==> config.mk <==
export PLATFORM = sky130hd
export DESIGN_NAME = axi4_lite_master_engine
export DESIGN_NICKNAME = d
export VERILOG_FILES = /design/src/rtl/axi4_lite_pkg.sv /design/src/rtl/axi4_lite_delay_cnt.sv /design/src/rtl/axi4_lite_master_engine.sv
export SDC_FILE = /design/constraint.sdc
export NUM_CORES = 1
export LEC_CHECK = 0
export BUFFER_PORTS_ARGS = -buffer_cell sky130_fd_sc_hd__buf_2
export CAP_MARGIN = 20
export CORE_MARGIN = 3
export CORE_UTILIZATION = 41
export DETAILED_ROUTE_END_ITERATION = 8
export PLACE_DENSITY_LB_ADDON = 0.08
export SLEW_MARGIN = 10
export SYNTH_ARGS = -nofsm -noshare
export SYNTH_HDL_FRONTEND = slang
export SYNTH_SLANG_ARGS = --single-unit
==> constraint.sdc <==
create_clock -name ACLK -period 5.4 [get_ports ACLK]
set_input_delay 0.27 -clock ACLK [delete_from_list [all_inputs] [get_ports ACLK]]
set_output_delay 0.27 -clock ACLK [all_outputs]
set_load 0.05 [all_outputs]
==> src/rtl/axi4_lite_pkg.sv <==
// Shared types for the AXI4-Lite master engine: response codes, FSM states,
// and the latched command/response control records.
package axi4_lite_pkg;

    localparam logic [1:0] OKAY   = 2'd0;
    localparam logic [1:0] EXOKAY = 2'd1;
    localparam logic [1:0] SLVERR = 2'd2;
    localparam logic [1:0] DECERR = 2'd3;

    typedef enum logic [2:0] {
        IDLE,
        WR_ADDR_DATA,
        WR_RESP,
        RD_ADDR,
        RD_DATA,
        DONE
    } eng_state_e;

    typedef struct packed {
        logic       write;
        logic [2:0] prot;
    } cmd_ctl_t;

    typedef struct packed {
        logic       valid;
        logic [1:0] resp;
    } rsp_ctl_t;

endpackage

==> src/rtl/axi4_lite_delay_cnt.sv <==
// Loadable saturating down-counter; expire_o is high when the count for the
// next cycle is zero, so a registered VALID/READY set from it rises on time.
module axi4_lite_delay_cnt #(
    parameter int unsigned W = 4
) (
    input  logic         clk_i,
    input  logic         rst_i,
    input  logic         load_i,
    input  logic [W-1:0] load_val_i,
    output logic         expire_o
);

    logic [W-1:0] cnt_q;
    logic [W-1:0] cnt_d;

    always_comb begin
        cnt_d = cnt_q;
        if (load_i) begin
            cnt_d = load_val_i;
        end else if (cnt_q != '0) begin
            cnt_d = cnt_q - W'(1);
        end
    end

    assign expire_o = (cnt_d == '0);

    always_ff @(posedge clk_i or posedge rst_i) begin
        if (rst_i) begin
            cnt_q <= '0;
        end else begin
            cnt_q <= cnt_d;
        end
    end

endmodule

==> src/rtl/axi4_lite_master_engine.sv <==
// AXI4-Lite master: runs one write (AW/W/B) or read (AR/R) transaction per
// accepted command, with programmable per-channel delays.
module axi4_lite_master_engine
    import axi4_lite_pkg::*;
#(
    parameter int unsigned ADDR_W  = 32,
    parameter int unsigned DATA_W  = 32,
    parameter int unsigned DELAY_W = 4
) (
    input  logic                ACLK,
    input  logic                ARESET,
    input  logic                cmd_valid,
    output logic                cmd_ready,
    input  logic                cmd_write,
    input  logic [ADDR_W-1:0]   cmd_addr,
    input  logic [2:0]          cmd_prot,
    input  logic [DATA_W-1:0]   cmd_wdata,
    input  logic [DATA_W/8-1:0] cmd_wstrb,
    input  logic [DELAY_W-1:0]  cmd_aw_delay,
    input  logic [DELAY_W-1:0]  cmd_w_delay,
    input  logic [DELAY_W-1:0]  cmd_b_delay,
    output logic                rsp_valid,
    output logic [1:0]          rsp_resp,
    output logic [DATA_W-1:0]   rsp_rdata,
    output logic [DATA_W+1:0]   rsp_r,
    output logic [ADDR_W-1:0]   AWADDR,
    output logic [2:0]          AWPROT,
    output logic                AWVALID,
    input  logic                AWREADY,
    output logic [DATA_W-1:0]   WDATA,
    output logic [DATA_W/8-1:0] WSTRB,
    output logic                WVALID,
    input  logic                WREADY,
    input  logic [1:0]          BRESP,
    input  logic                BVALID,
    output logic                BREADY,
    output logic [ADDR_W-1:0]   ARADDR,
    output logic [2:0]          ARPROT,
    output logic                ARVALID,
    input  logic                ARREADY,
    input  logic [DATA_W-1:0]   RDATA,
    input  logic [1:0]          RRESP,
    input  logic                RVALID,
    output logic                RREADY
);

    eng_state_e          st_q;
    cmd_ctl_t            ctl_q;
    rsp_ctl_t            rsp_q;
    logic [ADDR_W-1:0]   addr_q;
    logic [DATA_W-1:0]   wdata_q;
    logic [DATA_W/8-1:0] wstrb_q;
    logic [DELAY_W-1:0]  b_delay_q;
    logic [DATA_W-1:0]   rdata_q;
    logic                cmd_ready_q;
    logic                awvalid_q, wvalid_q, arvalid_q, bready_q, rready_q;
    logic                aw_done_q, w_done_q;

    logic accept, aw_hs, w_hs, ar_hs, b_hs, r_hs, wr_last, rsp_load;
    logic a_exp, w_exp, b_exp;

    assign accept  = cmd_valid && cmd_ready_q && (st_q == IDLE);
    assign aw_hs   = awvalid_q && AWREADY;
    assign w_hs    = wvalid_q && WREADY;
    assign ar_hs   = arvalid_q && ARREADY;
    assign b_hs    = bready_q && BVALID;
    assign r_hs    = rready_q && RVALID;
    assign wr_last = (st_q == WR_ADDR_DATA) && (aw_done_q || aw_hs) && (w_done_q || w_hs);
    // The response-wait counter is reloaded at the last address/data handshake.
    assign rsp_load = wr_last || ((st_q == RD_ADDR) && ar_hs);

    axi4_lite_delay_cnt #(.W(DELAY_W)) u_addr_cnt (
        .clk_i      (ACLK),
        .rst_i      (ARESET),
        .load_i     (accept),
        .load_val_i (cmd_aw_delay),
        .expire_o   (a_exp)
    );

    axi4_lite_delay_cnt #(.W(DELAY_W)) u_data_cnt (
        .clk_i      (ACLK),
        .rst_i      (ARESET),
        .load_i     (accept),
        .load_val_i (cmd_w_delay),
        .expire_o   (w_exp)
    );

    axi4_lite_delay_cnt #(.W(DELAY_W)) u_resp_cnt (
        .clk_i      (ACLK),
        .rst_i      (ARESET),
        .load_i     (rsp_load),
        .load_val_i (b_delay_q),
        .expire_o   (b_exp)
    );

    always_ff @(posedge ACLK or posedge ARESET) begin
        if (ARESET) begin
            st_q        <= IDLE;
            ctl_q       <= '0;
            rsp_q       <= '0;
            addr_q      <= '0;
            wdata_q     <= '0;
            wstrb_q     <= '0;
            b_delay_q   <= '0;
            rdata_q     <= '0;
            cmd_ready_q <= 1'b0;
            awvalid_q   <= 1'b0;
            wvalid_q    <= 1'b0;
            arvalid_q   <= 1'b0;
            bready_q    <= 1'b0;
            rready_q    <= 1'b0;
            aw_done_q   <= 1'b0;
            w_done_q    <= 1'b0;
        end else begin
            case (st_q)
                IDLE: begin
                    cmd_ready_q <= 1'b1;
                    rsp_q.valid <= 1'b0;
                    if (accept) begin
                        cmd_ready_q <= 1'b0;
                        ctl_q.write <= cmd_write;
                        ctl_q.prot  <= cmd_prot;
                        addr_q      <= cmd_addr;
                        wdata_q     <= cmd_wdata;
                        wstrb_q     <= cmd_wstrb;
                        b_delay_q   <= cmd_b_delay;
                        aw_done_q   <= 1'b0;
                        w_done_q    <= 1'b0;
                        if (cmd_write) begin
                            st_q      <= WR_ADDR_DATA;
                            awvalid_q <= a_exp;
                            wvalid_q  <= w_exp;
                        end else begin
                            st_q      <= RD_ADDR;
                            arvalid_q <= a_exp;
                        end
                    end
                end
                WR_ADDR_DATA: begin
                    if (aw_hs) begin
                        awvalid_q <= 1'b0;
                        aw_done_q <= 1'b1;
                    end else if (!aw_done_q && a_exp) begin
                        awvalid_q <= 1'b1;
                    end
                    if (w_hs) begin
                        wvalid_q <= 1'b0;
                        w_done_q <= 1'b1;
                    end else if (!w_done_q && w_exp) begin
                        wvalid_q <= 1'b1;
                    end
                    if (wr_last) begin
                        st_q     <= WR_RESP;
                        bready_q <= b_exp;
                    end
                end
                WR_RESP: begin
                    if (b_hs) begin
                        bready_q    <= 1'b0;
                        rsp_q.resp  <= BRESP;
                        rsp_q.valid <= 1'b1;
                        rdata_q     <= '0;
                        st_q        <= DONE;
                    end else if (b_exp) begin
                        bready_q <= 1'b1;
                    end
                end
                RD_ADDR: begin
                    if (ar_hs) begin
                        arvalid_q <= 1'b0;
                        rready_q  <= b_exp;
                        st_q      <= RD_DATA;
                    end else if (a_exp) begin
                        arvalid_q <= 1'b1;
                    end
                end
                RD_DATA: begin
                    if (r_hs) begin
                        rready_q    <= 1'b0;
                        rsp_q.resp  <= RRESP;
                        rsp_q.valid <= 1'b1;
                        rdata_q     <= RDATA;
                        st_q        <= DONE;
                    end else if (b_exp) begin
                        rready_q <= 1'b1;
                    end
                end
                DONE: begin
                    rsp_q.valid <= 1'b0;
                    cmd_ready_q <= 1'b1;
                    st_q        <= IDLE;
                end
                default: st_q <= IDLE;
            endcase
        end
    end

    assign cmd_ready = cmd_ready_q;
    assign rsp_valid = rsp_q.valid;
    assign rsp_resp  = rsp_q.resp;
    assign rsp_rdata = rdata_q;
    assign rsp_r     = {rdata_q, rsp_q.resp};
    assign AWADDR    = addr_q;
    assign AWPROT    = ctl_q.prot;
    assign AWVALID   = awvalid_q;
    assign WDATA     = wdata_q;
    assign WSTRB     = wstrb_q;
    assign WVALID    = wvalid_q;
    assign BREADY    = bready_q;
    assign ARADDR    = addr_q;
    assign ARPROT    = ctl_q.prot;
    assign ARVALID   = arvalid_q;
    assign RREADY    = rready_q;

endmodule

==> impl_metrics.toml, run 1 <==
[timing]
slew_headroom_pct = 35.9
maxSlewViolCount = 0
fmax_mhz = 383
setup_tns_ns = 0
worst_pin_slew_ns = 0.962
finalSetupViolations = 0
hold_viol = 0
finClkSkew_ns = 0.00756
rsz0062_at_grt = "no"
fin_hold_ws_ns = 0.0453
fin_crit_sh_pct = 48.3
fin_crit_ns = 2.61

[global_routing]
antenna_found_initial = 1
gr-total-overflow = 0
grt_pass1_wl_um = 25500
grt_util_all_layers_pct = 19.7
grt_pass1_vias = 4850
grt_max_degree = 89

[worst_setup_path]
path_max_fanout = 36
endpoint_kind = "register"
critical_path_depth = 5
critPathMaxStageDelay_ns = 0.76
crit_slowest_cell = "dfrtp_1"
cp.required_ns = 5.69
crit_buf_inv = 1
crit_path_cell_trace = "or3b_1 > nor2_4 > o21ai_2 > buf_4 > a22o_1"
reg2reg_setup_slack_ns = 2.79
path_class = "register to register"
cp.arrival_ns = 2.90
critPathTopFamily = "simple AND/OR/NAND/NOR gates"
cp-start-kind = "register"
ff2ff_path_depth = 5

[pwr]
leakage_nw = 4.55
power_density_nw_per_um2 = 712
vdd_ir_drop_max_uv = 419

[synth]
synthTopCellsByArea = "dfrtp_1 54%, nand2_1 15%, buf_4 8.5%, a22o_1 4.6%, buf_2 1.7%"
synth_edf_count = 0
avgSynthCellArea_um2 = 9.56
synthesis.nets = 771
yosysTopAreaCell = "dfrtp_1"
synth_top_area_share_pct = 54.4
yosys_warnings = 0
synth.distinct_cells = 53
synth_flop_cell = "dfrtp_1"
synth_seq_area_share_pct = 54.4
synthCells = 640
async_flop_share_pct = 100
netlist_area_um2 = 6120
ys_seq_elements = 133

[clock_tree]
insertion_delay_ns = 0.41
cts.sinks = 133
cts_tree = "yes"
clkTransAtPathRegs_ns = 0.05
numCtsBuffers = 17
cts_setup_buffers = 0
h-tree-depth = 4
cts-root-buf = "clkbuf_16"
cts_buffer_depth = 2

[cells_and_area]
synthToLayoutAreaGrowth_pct = 29.1
final_cells = 1071
final_util_pct = 54.2
layout_commonest_cell = "buf_2"
antennaDiodeCount = 0
drive_gt1_share_pct = 40.9
final_cell_mix = "308 x buf_2, 238 x nand2_1, 133 x dfrtp_1, 32 x a22o_1, 22 x nor2_1"
fill_cells = 1345
nNetsFinal = 1006

[detailed_routing]
antenna_left = 0
routed_wl_um = 16500
avgViaCountPerCell = 4.85
vias = 5197
wl_per_cell_um = 15.4
drtIter0Drc = 266
dr.pass1.iters = 5
remaining_drc_errors = 0

[die]
die_h_um = 128
rows = 44
initial_utilization_pct = 42.0
io_pins = 309
die_w_um = 128
coreArea_um2 = 14600
die_area_um2 = 16400

[placement]
hpwl_um = 12100
dpl.cell_count = 1037
port_buffers = 308
gp_congestion = 0.885

[hold_path]
hold_path.class = "input pin to register"
holdPathStages = 3

[flow_run]
maxCapViolCount = 0

[outcome]
status = "finished clean"
## per-layer routing
layer  GRT usage [%]  vias to the layer above  share of wire [%]
met4            6.68                        2                1.8
met1            25.1                     2465                 41
li1                -                     2494                  -
met2            31.7                      210                 49
met5               0                        -              0.085
met3            6.38                       26                7.8
## power by group
group          internal, mW  switching, mW  leakage [nW]
sequential             1.35          0.311          1.71
clock                 0.750          0.407         0.294
combinational         0.688           2.12          2.55
total                  2.78           2.84          4.55
## final cells by class
cell class / count / area [µm²] / area share [%]
clock buffer: 24 / 512 / 6.47
clock inverter: 7 / 93.8 / 1.19
inverter: 11 / 43.8 / 0.554
multi-input combinational: 396 / 2070 / 26.2
sequential: 133 / 3330 / 42.1
tap: 184 / 230 / 2.91
timing repair buffer: 316 / 1630 / 20.6
## worst register-to-register path: cells and delay by family, from the launching register on
kind / cells / cell delay, ns
simple gates: 2 / 1.15
buf+inv: 1 / 0.26
compound gates: 2 / 0.31
flops: 1 / 0.76
## flip-flops by register name, indices dropped and copies added (netlist names), 2 cells and up
register	count
ARADDR	32
ARPROT	3
WDATA	32
WSTRB	4
b_delay_q	4
rsp_rdata	32
rsp_resp	2
st_q	3
u_addr_cnt.cnt_q	4
u_data_cnt.cnt_q	4
u_resp_cnt.cnt_q	4
## kinds of logic (layout without fill, tap and decap cells)
family	count (synthesis)	after routing	synth area share (%)
simple gates	300	300	21.1
buf+inv	111	358	11.8
mux	8	8	1.43
fa+ha+maj	3	3	0.613
xor+xnor	5	5	0.715
flops	133	133	54.4
compound gates	80	80	9.89
## final timing paths
path | startpoint | end
setup / recovery | st_q[2] | rsp_rdata[15]
min in group asynchronous | ARESET | ARADDR[9]
max in group asynchronous | ARESET | ARADDR[18]
setup reg to reg | st_q[2] | rsp_rdata[15]
hold / removal | cmd_addr[25] | ARADDR[25]
hold reg to reg | WDATA[30] | WDATA[30]
## per-stage QoR
step           worst slack [ns]  total power, mW  cell area [µm²]
2_1_floorplan              1.58             4.01             6120
3_3_place_gp               2.71             4.45             7250
3_5_place_dp               2.65             4.49             7250
4_1_cts                    2.63             5.67             7860
5_1_grt                    2.60             5.95             7900
6_report                   2.79             5.62             7900
## cell usage after synthesis (all sizes together) (3+ instances only)
master,count
mux2i,5
nand2b,4
buf,93
nor2,25
nand3b,3
a21oi,14
xnor2,5
nor3b,5
a22o,32
inv,11
nand3,3
ha,3
nor4,3
clkbuf,7
dfrtp,133
o21ai,10
a31oi,7
mux2,3
nor3,10
nand2,238
## what timing repair did
item	4_1_cts	5_1_grt
setup endpoints to repair	0	0
resized for setup	0	0
hold buffers	0	1
hold endpoints to repair	0	14
Note: power is estimated with default switching activity, not from simulation.
==> inputs of run 2 (changes only) <==
Settings changed: ABC_AREA from default to 1.
Clock period 5.4 ns to 2.4 ns, I/O delays scaled along.
==> run 2 against run 1 <==
Compared with the run above: first-iteration DRC count shrank 6.0%; non-clock buffer count grew 122; register-to-register slack got worse by 2.3 ns; sequential cell count is the same; power rose to 2.6 times the previous value; worst setup slack worse by 2.3 ns; via count up 14%; combinational power rose to 2.9 times the previous value; critical path depth up 6; highest routed layer is now met4; maximum frequency up 38%; core utilization is 8.4 points higher; sequential power is 130% higher.
==> impl_metrics.toml, run 2 <==
[synth]
async_flop_share_pct = 100
ys_seq_elements = 133
synth_seq_area_share_pct = 54.3
synthTopCellsByArea = "dfrtp_1 54%, nand2_1 22%, buf_4 9.2%, nand3_1 4.2%, inv_1 2.2%"
avgSynthCellArea_um2 = 8.21
synthCells = 747
synth_top_area_share_pct = 54.3
synth.distinct_cells = 28
yosysTopAreaCell = "dfrtp_1"
netlist_area_um2 = 6130
synth_edf_count = 0
synthesis.nets = 878
synth_flop_cell = "dfrtp_1"
synthTopCellsByCount = "360 x nand2_1, 133 x dfrtp_1, 75 x buf_4, 51 x nand3_1, 36 x inv_1"
yosys_warnings = 0
synth.most_common_cell = "nand2_1"

[worst_setup_path]
crit_buf_inv = 2
cp.required_ns = 2.70
cp-start-kind = "register"
cp.arrival_ns = 2.19
path_max_fanout = 20
endpoint_kind = "register"
reg2reg_setup_slack_ns = 0.51
path_class = "register to register"
cp_common_cell = "nand2_1"
crit_slowest_cell = "dfrtp_1"
critPathMaxStageDelay_ns = 0.44
crit_path_cell_trace = "inv_2 > nand2_1 > nor2_1 > nand2_2 > buf_4 > nand2_1 > nand2_1 > nor3_2 > o21ai_0 > nand2_1 > nand2_1"
critPathTopFamily = "simple AND/OR/NAND/NOR gates"

[detailed_routing]
routed_wl_um = 17300
dr.pass1.iters = 5
avgViaCountPerCell = 4.54
vias = 5916
wl_per_cell_um = 13.3
remaining_drc_errors = 0
drtIter0Drc = 250
antenna_left = 0

[clock_tree]
cts-root-buf = "clkbuf_16"
h-tree-depth = 4
cts_resized = 0
cts.sinks = 133
cts_buffer_depth = 2
insertion_delay_ns = 0.42
numCtsBuffers = 17
cts_tree = "yes"
clkTransAtPathRegs_ns = 0.05
cts_setup_buffers = 0

[timing]
fin_crit_ns = 1.89
setup_tns_ns = 0
slew_headroom_pct = 75.9
finalSetupViolations = 0
hold_viol = 0
rsz0062_at_grt = "no"
maxSlewViolCount = 0
setup_slack_ns = 0.510
fin_crit_sh_pct = 78.7
fmax_mhz = 529
finClkSkew_ns = 0.00861
worst_pin_slew_ns = 0.361

[pwr]
leakage_nw = 5.35
finalPower_mw = 14.5
vdd_ir_drop_max_uv = 1520
power_density_nw_per_um2 = 1580

[global_routing]
gr-total-overflow = 0
grt.busiest_layer = "met2"
grt_util_all_layers_pct = 21.2
grt_use_met2_pct = 34.7
gr-usage-met3_pct = 5.67
antenna_found_initial = 0
grt_max_degree = 61
grt_pass1_vias = 5637
grt_pass1_wl_um = 27800
grtUsageMet1_pct = 26.9

[cells_and_area]
synthToLayoutAreaGrowth_pct = 48.9
seqCellArea_um2 = 3330
antennaDiodeCount = 0
final_cell_mix = "359 x nand2_1, 308 x buf_2, 133 x dfrtp_1, 116 x dlygate4sd3_1, 51 x nand3_1"
drive_gt1_share_pct = 32.9
layout_commonest_cell = "nand2_1"
fill_cells = 1291
nNetsFinal = 1238
final_area_um2 = 9130
multi_input_area_um2 = 2010

[die]
rows = 44
io_pins = 309
die_h_um = 128
initial_utilization_pct = 42.0
coreArea_um2 = 14600
die_area_um2 = 16500
die_w_um = 128

[flow_run]
maxCapViolCount = 0

[hold_path]
hold_path.class = "input pin to register"

[placement]
gp_congestion = 0.771
place_area_um2 = 7400
hpwl_um = 11800
pre_cts_slack_ns = 0.496
port_buffers = 308

[outcome]
status = "finished clean"
## run 2: cell count changes after synthesis, moves of 5 or more
cell | before | now
clkbuf_1 | 7 | 15
buf_4 | 69 | 75
buf_2 | 21 | 7
nand3_1 | 3 | 51
a21oi_1 | 13 | 7
nor3_1 | 9 | 3
inv_1 | 11 | 36
nand2_1 | 238 | 360
mux2i_1 | 5 | 0
a31oi_1 | 7 | 0
a22o_1 | 32 | 1
## run 2: final cells by class
type                            count  share of cell area, %
Timing Repair Buffer              438                   31.2
Sequential cell                   133                   36.5
Clock inverter                     10                   1.15
Tap cell                          184                   2.52
Inverter                           39                   1.64
Multi-Input combinational cell    478                   22.0
Clock buffer                       22                   5.08
## run 2: stage by stage
stage	hold WS, ns	util [%]	cells
4_1_cts	0.00947	62.6	1304
3_5_place_dp	0.275	50.7	1156
5_1_grt	0.0284	62.6	1304
3_3_place_gp	0.277	50.7	1156
6_report	0.0276	62.6	1304
2_1_floorplan	0.230	-	747
## run 2: final timing paths
path | startpoint | to | cells after the start
max | st_q[1] | ARVALID | 11
min | BRESP[0] | rsp_resp[0] | 3
max reg2reg | st_q[1] | ARVALID | 11
min reg2reg | rsp_valid | rsp_valid | 2
max in group asynchronous | ARESET | WDATA[25] | 4
min in group asynchronous | ARESET | rsp_rdata[7] | 4
## run 2: timing repair
action / CTS / global route
endpoints found under the setup margin: 0 / 0
hold buffers: 116 / 0
endpoints found under the hold margin: 248 / 0
## run 2: worst register-to-register path: stages, from the launching register on
cell and delay, ns:
dfrtp_1 0.44, inv_2 0.12, nand2_1 0.08, nor2_1 0.14
nand2_2 0.15, buf_4 0.25, nand2_1 0.08, nand2_1 0.07
nor3_2 0.25, o21ai_0 0.11, nand2_1 0.06, nand2_1 0.04
## run 2: kinds of logic (layout without fill, tap and decap cells)
| family | count (synthesis) | count (layout) | share of synthesized area, % |
|---|---|---|---|
| simple gates | 446 | 446 | 29.2 |
| fa+ha+maj | 3 | 3 | 0.612 |
| flops | 133 | 133 | 54.3 |
| buf+inv | 136 | 509 | 13.1 |
| xor+xnor | 3 | 3 | 0.429 |
| compound gates | 26 | 26 | 2.41 |
## run 2: power by group
group	total [mW]	internal [mW]	switching (mW)
sequential	3.77	3.16	0.610
combinational	8.18	1.89	6.30
clock	2.51	1.57	0.936
## run 2: layer usage
layer  vias up  routed length (µm)  part of all wire [%]
met5         -                   0                     0
met1      2689                7350                    42
met3        28                1330                   7.7
li1       2953                   -                     -
met4         0                 376                   2.2
met2       246                8290                    48
==> inputs of run 3 (changes only) <==
Clock period 2.4 ns to 1.75 ns, I/O delays scaled along.
==> run 3 against run 2 <==
Compared with the run above: via count rose by 1.2%; largest power group unchanged; highest routed layer unchanged; final area up 3.1%; critical path type unchanged; count of clock-buffer cells in the layout up 5; non-clock buffer count up 20; critical endpoint is now BREADY; hold slack better by 0.0059 ns.
==> impl_metrics.toml, run 3 (synthesis results as in run 2) <==
[worst_setup_path]
path_max_fanout = 6
cp_common_cell = "nand2_1"
cp-start-kind = "register"
cp.required_ns = 2.05
ff2ff_path_depth = 14
r2r_end = "BREADY"
endpoint_kind = "register"
cp.arrival_ns = 1.94
reg2reg_setup_slack_ns = 0.11
path_class = "register to register"
r2r-start = "st_q[0]"
critPathMaxStageDelay_ns = 0.46
crit_path_cell_trace = "nand2_4 > nor2_2 > nand2_2 > nand2_2 > nand2_1 > nand2_1 > nor2_4 > nand2_2 > nand2_1 > nand2_1 > nand2_1 > nand2_1 > nand2_1 > nand2_1"
crit_slowest_cell = "dfrtp_2"

[hold_path]
holdPathStages = 4
holdPathEnd = "RREADY"
hold_path.class = "input pin to register"
min_from = "RVALID"

[timing]
maxSlewViolCount = 0
setup_slack_ns = 0.109
fin_crit_ns = 1.64
rsz0062_at_grt = "yes"
slew_headroom_pct = 73.8
worst_pin_slew_ns = 0.393
setup_tns_ns = 0
finClkSkew_ns = 0.00539
fin_hold_ws_ns = 0.0335
fmax_mhz = 609
finalSetupViolations = 0
fin_crit_sh_pct = 93.8
hold_viol = 0

[detailed_routing]
remaining_drc_errors = 0
dr.pass1.iters = 4
drtIter0Drc = 252
routed_wl_um = 17700
avgViaCountPerCell = 4.52
vias = 5987
antenna_left = 0
wl_per_cell_um = 13.3

[global_routing]
grt_util_all_layers_pct = 21.2
antenna_found_initial = 0
gr-total-overflow = 0
grt_max_degree = 54
grt_pass1_vias = 5839
grt_pass1_wl_um = 28000

[clock_tree]
cts.sinks = 133
h-tree-depth = 4
clkTransAtPathRegs_ns = 0.05
cts_buffer_depth = 2
numCtsBuffers = 17
insertion_delay_ns = 0.41
cts-root-buf = "clkbuf_16"
cts_tree = "yes"

[die]
die_area_um2 = 16500
io_pins = 309
initial_utilization_pct = 42.0
die_w_um = 128
rows = 44
coreArea_um2 = 14600
die_h_um = 128

[placement]
port_buffers = 308
gp_congestion = 0.808
place_area_um2 = 7510
hpwl_um = 11800
pre_cts_slack_ns = -0.0155

[cells_and_area]
synthToLayoutAreaGrowth_pct = 53.6
final_cell_mix = "354 x nand2_1, 308 x buf_2, 132 x dfrtp_1, 118 x dlygate4sd3_1, 47 x nand3_1"
nNetsFinal = 1259
drive_gt1_share_pct = 35.9
antennaDiodeCount = 0
final_area_um2 = 9420
layout_commonest_cell = "nand2_1"
final_util_pct = 64.5

[pwr]
leakage_nw = 5.46
vdd_ir_drop_max_uv = 1740
power_density_nw_per_um2 = 2180

[flow_run]
maxCapViolCount = 0

[outcome]
status = "finished clean"
-- run 3: worst max-delay path by stage --
| stage | slack (ns) | start | endpoint | cells past startpoint |
|---|---|---|---|---|
| after floorplan | 0.001 | cmd_ready | ARVALID | 10 |
| after global placement | 0.05 | u_resp_cnt.cnt_q[0] | BREADY | 15 |
| after detailed placement | -0.02 | u_resp_cnt.cnt_q[0] | BREADY | 16 |
| after CTS | 0.009 | u_addr_cnt.cnt_q[0] | ARVALID | 11 |
| after global routing | -0.03 | u_resp_cnt.cnt_q[1] | BREADY | 16 |
| final | 0.11 | st_q[0] | BREADY | 14 |
-- run 3: worst max-delay path: cells and delay by family, from the launching register on --
| kind | cells | cell delay (ns) |
|---|---|---|
| and+or+nand+nor | 14 | 1.07 |
| DFF | 1 | 0.46 |
-- run 3: layer usage --
metal	vias up	routed length [µm]	GRT usage (%)
met3	19	1160	5.00
met5	-	0	0
met2	233	8710	35.3
li1	2992	-	-
met4	0	249	7.74
met1	2743	7540	26.8
-- run 3: power breakdown --
| group | internal, mW | switching (mW) |
|---|---|---|
| Clock | 2.09 | 1.22 |
| Sequential | 4.33 | 0.826 |
| Combinational | 3.11 | 8.98 |
| Total | 9.53 | 11.0 |
-- run 3: metrics by stage --
stage / total power [mW] / cells
floorplan: 14.4 / 747
global placement: 16.5 / 1168
detailed placement: 16.5 / 1168
CTS: 20.2 / 1317
global route: 21.9 / 1324
finish: 20.6 / 1324
-- run 3: final cells by class --
class / count / area [µm²]
multi-input combinational: 479 / 2130
timing repair buffer: 458 / 3030
clock buffer: 27 / 503
inverter: 39 / 150
tap: 184 / 230
sequential: 133 / 3330
clock inverter: 4 / 45.0
fill: 1213 / 5170
-- run 3: what timing repair did --
action,in CTS,in global routing
hold buffers,118,0
setup buffers,0,6
cloned,0,1
endpoints found under the hold margin,159,0
setup endpoints to repair,1,33
gates resized for setup,2,40
pin swaps,0,16
